File: src/rtl/ctrl_barrido_codigos_pkg.sv
// Shared definitions for the day-label scan sequencer: FSM state encodings,
// day code constants produced by the encoder, and the miss counter limit.
package ctrl_barrido_codigos_pkg;

  typedef enum logic [2:0] {
    ST_IDLE   = 3'd0,
    ST_ADDR   = 3'd1,
    ST_SAMPLE = 3'd2,
    ST_SEND   = 3'd3,
    ST_DONE   = 3'd4
  } state_t;

  // Day codes returned by the encoder; CODE_NONE marks an unmapped tile.
  localparam logic [2:0] CODE_NONE = 3'd0;
  localparam logic [2:0] CODE_L    = 3'd1;
  localparam logic [2:0] CODE_N    = 3'd2;
  localparam logic [2:0] CODE_C    = 3'd3;
  localparam logic [2:0] CODE_D    = 3'd4;
  localparam logic [2:0] CODE_S    = 3'd5;
  localparam logic [2:0] CODE_V    = 3'd6;

  localparam logic [3:0] MISS_MAX = 4'd15;

  // Increment that sticks at MISS_MAX instead of wrapping.
  function automatic logic [3:0] sat_inc(input logic [3:0] v);
    return (v == MISS_MAX) ? v : v + 4'd1;
  endfunction

endpackage

File: src/rtl/ctrl_barrido_codigos.sv
// Scan sequencer for the day-label encoder. Walks an N_ROWS x N_COLS grid of
// tile addresses row-major, drives MSB/LSB to the encoder, samples its code
// after one settle cycle and streams {index, code} over valid/ready.
module ctrl_barrido_codigos
  import ctrl_barrido_codigos_pkg::*;
#(
  parameter logic [4:0] MSB_BASE = 5'b01110,
  parameter logic [4:0] MSB_STEP = 5'd2,
  parameter logic [6:0] LSB_BASE = 7'b0100110,
  parameter logic [6:0] LSB_STEP = 7'd2,
  parameter int         N_ROWS   = 2,
  parameter int         N_COLS   = 3
) (
  input  logic       clk,
  input  logic       reset,
  input  logic       start,
  output logic [4:0] MSB,
  output logic [6:0] LSB,
  input  logic [2:0] ASCII,
  output logic [2:0] code_out,
  output logic [3:0] code_idx,
  output logic       code_valid,
  input  logic       code_ready,
  output logic       busy,
  output logic       done,
  output logic [3:0] miss_cnt
);

  localparam logic [1:0] ROW_LAST = 2'(N_ROWS - 1);
  localparam logic [1:0] COL_LAST = 2'(N_COLS - 1);
  localparam logic [3:0] N_COLS_W = 4'(N_COLS);

  state_t     state_q;
  logic [1:0] row_q;
  logic [1:0] col_q;
  logic [4:0] msb_q;
  logic [6:0] lsb_q;
  logic [2:0] code_q;
  logic [3:0] idx_q;
  logic       valid_q;
  logic       busy_q;
  logic       done_q;
  logic [3:0] miss_q;

  logic [3:0] cur_idx;
  logic       last_tile;

  // Linear tile index and end-of-grid detection from the row/col counters.
  assign cur_idx   = 4'(row_q) * N_COLS_W + 4'(col_q);
  assign last_tile = (row_q == ROW_LAST) && (col_q == COL_LAST);

  // Sequencer FSM with all outputs registered; addresses advance incrementally
  // so MSB/LSB wrap modulo their widths without multipliers.
  always_ff @(posedge clk) begin
    // NOTE: every register here uses <= so all updates see pre-edge values;
    // reset is synchronous, so it only takes effect on a clock edge.
    if (reset) begin
      state_q <= ST_IDLE;
      row_q   <= 2'd0;
      col_q   <= 2'd0;
      msb_q   <= MSB_BASE;
      lsb_q   <= LSB_BASE;
      code_q  <= 3'd0;
      idx_q   <= 4'd0;
      valid_q <= 1'b0;
      busy_q  <= 1'b0;
      done_q  <= 1'b0;
      miss_q  <= 4'd0;
    end else begin
      case (state_q)
        ST_IDLE: begin
          if (start) begin
            row_q   <= 2'd0;
            col_q   <= 2'd0;
            msb_q   <= MSB_BASE;
            lsb_q   <= LSB_BASE;
            miss_q  <= 4'd0;
            busy_q  <= 1'b1;
            state_q <= ST_ADDR;
          end
        end
        ST_ADDR: begin
          state_q <= ST_SAMPLE;
        end
        ST_SAMPLE: begin
          code_q  <= ASCII;
          idx_q   <= cur_idx;
          valid_q <= 1'b1;
          if (ASCII == CODE_NONE) miss_q <= sat_inc(miss_q);
          state_q <= ST_SEND;
        end
        ST_SEND: begin
          if (code_ready) begin
            valid_q <= 1'b0;
            if (last_tile) begin
              done_q  <= 1'b1;
              state_q <= ST_DONE;
            end else begin
              if (col_q == COL_LAST) begin
                col_q <= 2'd0;
                row_q <= row_q + 2'd1;
                lsb_q <= LSB_BASE;
                msb_q <= msb_q + MSB_STEP;
              end else begin
                col_q <= col_q + 2'd1;
                lsb_q <= lsb_q + LSB_STEP;
              end
              state_q <= ST_ADDR;
            end
          end
        end
        ST_DONE: begin
          done_q  <= 1'b0;
          busy_q  <= 1'b0;
          state_q <= ST_IDLE;
        end
        default: begin
          state_q <= ST_IDLE;
        end
      endcase
    end
  end

  assign MSB        = msb_q;
  assign LSB        = lsb_q;
  assign code_out   = code_q;
  assign code_idx   = idx_q;
  assign code_valid = valid_q;
  assign busy       = busy_q;
  assign done       = done_q;
  assign miss_cnt   = miss_q;

endmodule
File: config.mk
export PLATFORM = sky130hd
export DESIGN_NAME = ctrl_barrido_codigos
export DESIGN_NICKNAME = d
export VERILOG_FILES = /design/src/rtl/ctrl_barrido_codigos_pkg.sv /design/src/rtl/ctrl_barrido_codigos.sv
export SDC_FILE = /design/constraint.sdc
export NUM_CORES = 1
export LEC_CHECK = 0
export CORE_MARGIN = 8
export CORE_UTILIZATION = 40
export DETAILED_ROUTE_END_ITERATION = 16
export PLACE_DENSITY = 0.7
export SYNTH_ARGS = -nofsm -noshare
export SYNTH_HDL_FRONTEND = slang
export SYNTH_SLANG_ARGS = --single-unit
File: constraint.sdc
create_clock -name clk -period 2.2 [get_ports clk]
set_input_delay 0.44 -clock clk [delete_from_list [all_inputs] [get_ports clk]]
set_output_delay 0.44 -clock clk [all_outputs]
set_load 0.03 [all_outputs]
==> metrics.md <==
| Metric | Value |
|---|---|
| Routability congestion estimate | `0.821` |
| Final setup fails | `0` |
| Antenna violations before repair | `0` |
| WP data required | `2420 ps` |
| Core area | `0.00372 mm2` |
| Fill cells | `367` |
| Period utilisation layout | `90.1%` |
| Fmax | `505 MHz` |
| Boundary Pins | `33` |
| Worst-path fanout max | `7` |
| Layout Skew | `4.98 ps` |
| FF-to-FF path depth | `7` |
| GRT Total Usage | `11.8%` |
| CTS tree | `done` |
| Syn Inst Count | `181` |
| Die W | `78.4 um` |
| Worst path arrival time | `2200 ps` |
| Final layout net count | `231` |
| Final TNS setup | `0 ps` |
| Hold_sp | `code_idx[3]` |
| P per Cell Area | `613 mW/mm2` |
| Initial drt markers | `81` |
| Clk_lat worst skew | `280 ps` |
| # clock sinks | `31` |
| R2r endpoint | `code_idx[2]` |
| Outcome | `finished clean` |
| Number of setup buffers added after CTS | `0` |
| Port Buf Inserts | `30` |
| FFs w/ async S/R, synth | `0%` |
| Clock root buffer master | `clkbuf_8` |
| Syn Area/Cell | `8.61 um2` |
| Setup crit end kind | `flip-flop` |
| CP cell instances | `inv_1 > fa_1 > inv_1 > ha_1 > fa_1 > nand2_1 > a21oi_1` |
| Placed cell count | `257` |
| Hold path cells | `2` |
| Flop2flop setup slack | `220 ps` |
| Critical Path Max Stage Delay | `490 ps` |
| Post-synth design cell area | `0.00156 mm2` |
| Ranking of synthesized cells by area | `dfxtp_1, nand2_1, a21oi_1` |
| Min Tclk post-route | `1980 ps` |
| Clk buf depth | `2` |
| Worst vdd ir | `0.423 mV` |
| Critical R2R Launch | `col_q[1]` |
| Fin util | `54.2%` |
| Post_cts resized | `0` |
| EDFF count, synth | `0` |
| Post-synth top area share | `39.8%` |
| Clk slew on worst S/H paths | `60 ps` |
| Congestion Overflow GR | `0` |
| Initial Util | `41.9%` |
| Max-slew violations | `0` |
| Number of global-route vias before repair | `1319` |
| Largest net degree at the start of global routing | `17` |
| DIE AREA | `0.00615 mm2` |
| WL/cell | `13.3 um` |
| Syn. warnings | `0` |
| Max Cap Viol | `0` |
| Finished Layout Cells | `265` |
| Area leader, netlist | `dfxtp_1` |
| LEAKAGE | `0.777 nW` |
| Deepest level of the CTS H-tree | `2` |
| Unique masters post-synth | `53` |
| Residual DRC | `0` |
| Ys flop type | `dfxtp_1` |
| Die Height | `78.4 um` |
| Slowest cell on crit path | `fa_1` |
| Post-Route WL | `3520 um` |
| Vias | `1374` |
| RSZ-0062 raised after global routing | `false` |
| Crit Path Class | `reg2reg` |
| Critical path launch point type | `flip-flop` |
| Area growth syn-to-layout | `29.3%` |
| First-pass GRT wire length | `6010 um` |
| Final Hold Fails | `0` |
| DR vias/cell | `5.18` |
| Cts bufs inserted | `5` |
| Ant. Diodes | `0` |
| CTS Hold Bufs | `0` |
| Drt first pass iters | `4` |
| Share of layout cells above drive strength 1 | `9.22%` |
| Hold endpoint | `code_idx[3]` |
| Sequential fraction of the synthesis area | `39.8%` |
| Hold Crit Class | `reg2reg` |
| Seq cells post-synth | `31` |
| Core Rows | `22` |
| Detailed placer's ending HPWL | `2680 um` |
| Detail Route Antenna Nets | `0` |
-- cell usage after synthesis (2+ instances only) --
library cell,number
nand4_1,2
nor2_1,15
nand3b_1,2
a21oi_1,18
nor3_1,8
dfxtp_1,31
fa_1,2
xor2_1,2
nand2_1,25
o21ai_0,3
o21ai_1,4
buf_4,2
or2_1,2
and3b_1,2
buf_2,3
nor4_1,2
inv_1,8
ha_1,6
a211oi_1,2
clkbuf_1,2
nand3_1,8
-- layout make-up --
type	count	area, um2	share of cell area (%)
clock buffers	8	100	4.97
inverters	8	30.0	1.49
multi-input cells	134	858	42.6
flip-flops and latches	31	621	30.8
well taps	48	60.1	2.98
repair buffers	36	345	17.1
-- cell usage in the layout (no fill, tap or decap), drive strengths merged, types with 6 or more instances in the layout --
cell type	count
dfxtp	31
clkbuf	8
ha	6
inv	8
nand3	9
buf	6
clkdlybuf4s50	30
a21oi	18
o21ai	8
nand2	25
nor2	15
nor3	9
-- sequential cells by signal, summed over array words and instances (netlist names) --
name,flops
busy,1
done,1
row_q,2
code_valid,1
code_idx,4
state_q,3
col_q,2
code_out,3
LSB,6
miss_cnt,4
MSB,4
-- worst max-delay path by stage --
stage,cells past startpoint,startpoint,end
final,7,col_q[1],code_idx[2]
after global routing,7,row_q[0],code_idx[2]
after CTS,7,row_q[0],code_idx[2]
after detailed placement,5,start,LSB[6]
after global placement,5,start,LSB[6]
after floorplan,7,row_q[0],code_idx[2]
-- power breakdown --
part	internal [mW]	switching, mW
registers	0.574	0.0224
logic	0.0574	0.0873
clock network	0.285	0.208
-- worst max-delay path: cells and delay by family, from the launching register on --
kind | cells | cell delay [ps]
simple gates | 1 | 50
fa+ha+maj | 3 | 1170
buf+inv | 2 | 160
compound gates | 1 | 110
flops | 1 | 430
-- logic make-up after synthesis --
kind of cell,share of synthesized area [%]
compound gates,15.5
xor+xnor,1.12
fa+ha+maj,7.39
buf+inv,5.30
flops,39.8
mux,1.37
other cells,0.241
simple gates,29.2
-- routing by layer --
layer,share of wire (%),vias up,routed length [um],track usage [%]
met5,0,-,0,0
met4,1.6,0,55,4.44
met2,47,33,1670,19.3
li1,-,710,-,-
met3,5.4,5,191,3.19
met1,46,626,1610,14.3
-- through the flow --
stage / hold slack, ps / setup WS [ps] / total power [mW] / instance area [um2]
2_1_floorplan: 498 / 326 / 0.705 / 1560
3_3_place_gp: 444 / 141 / 0.753 / 1910
3_5_place_dp: 448 / 125 / 0.755 / 1910
4_1_cts: 456 / 200 / 1.25 / 2010
5_1_grt: 467 / 152 / 1.29 / 2010
6_report: 454 / 218 / 1.23 / 2010
No activity file was read; power rests on OpenSTA's default activity.
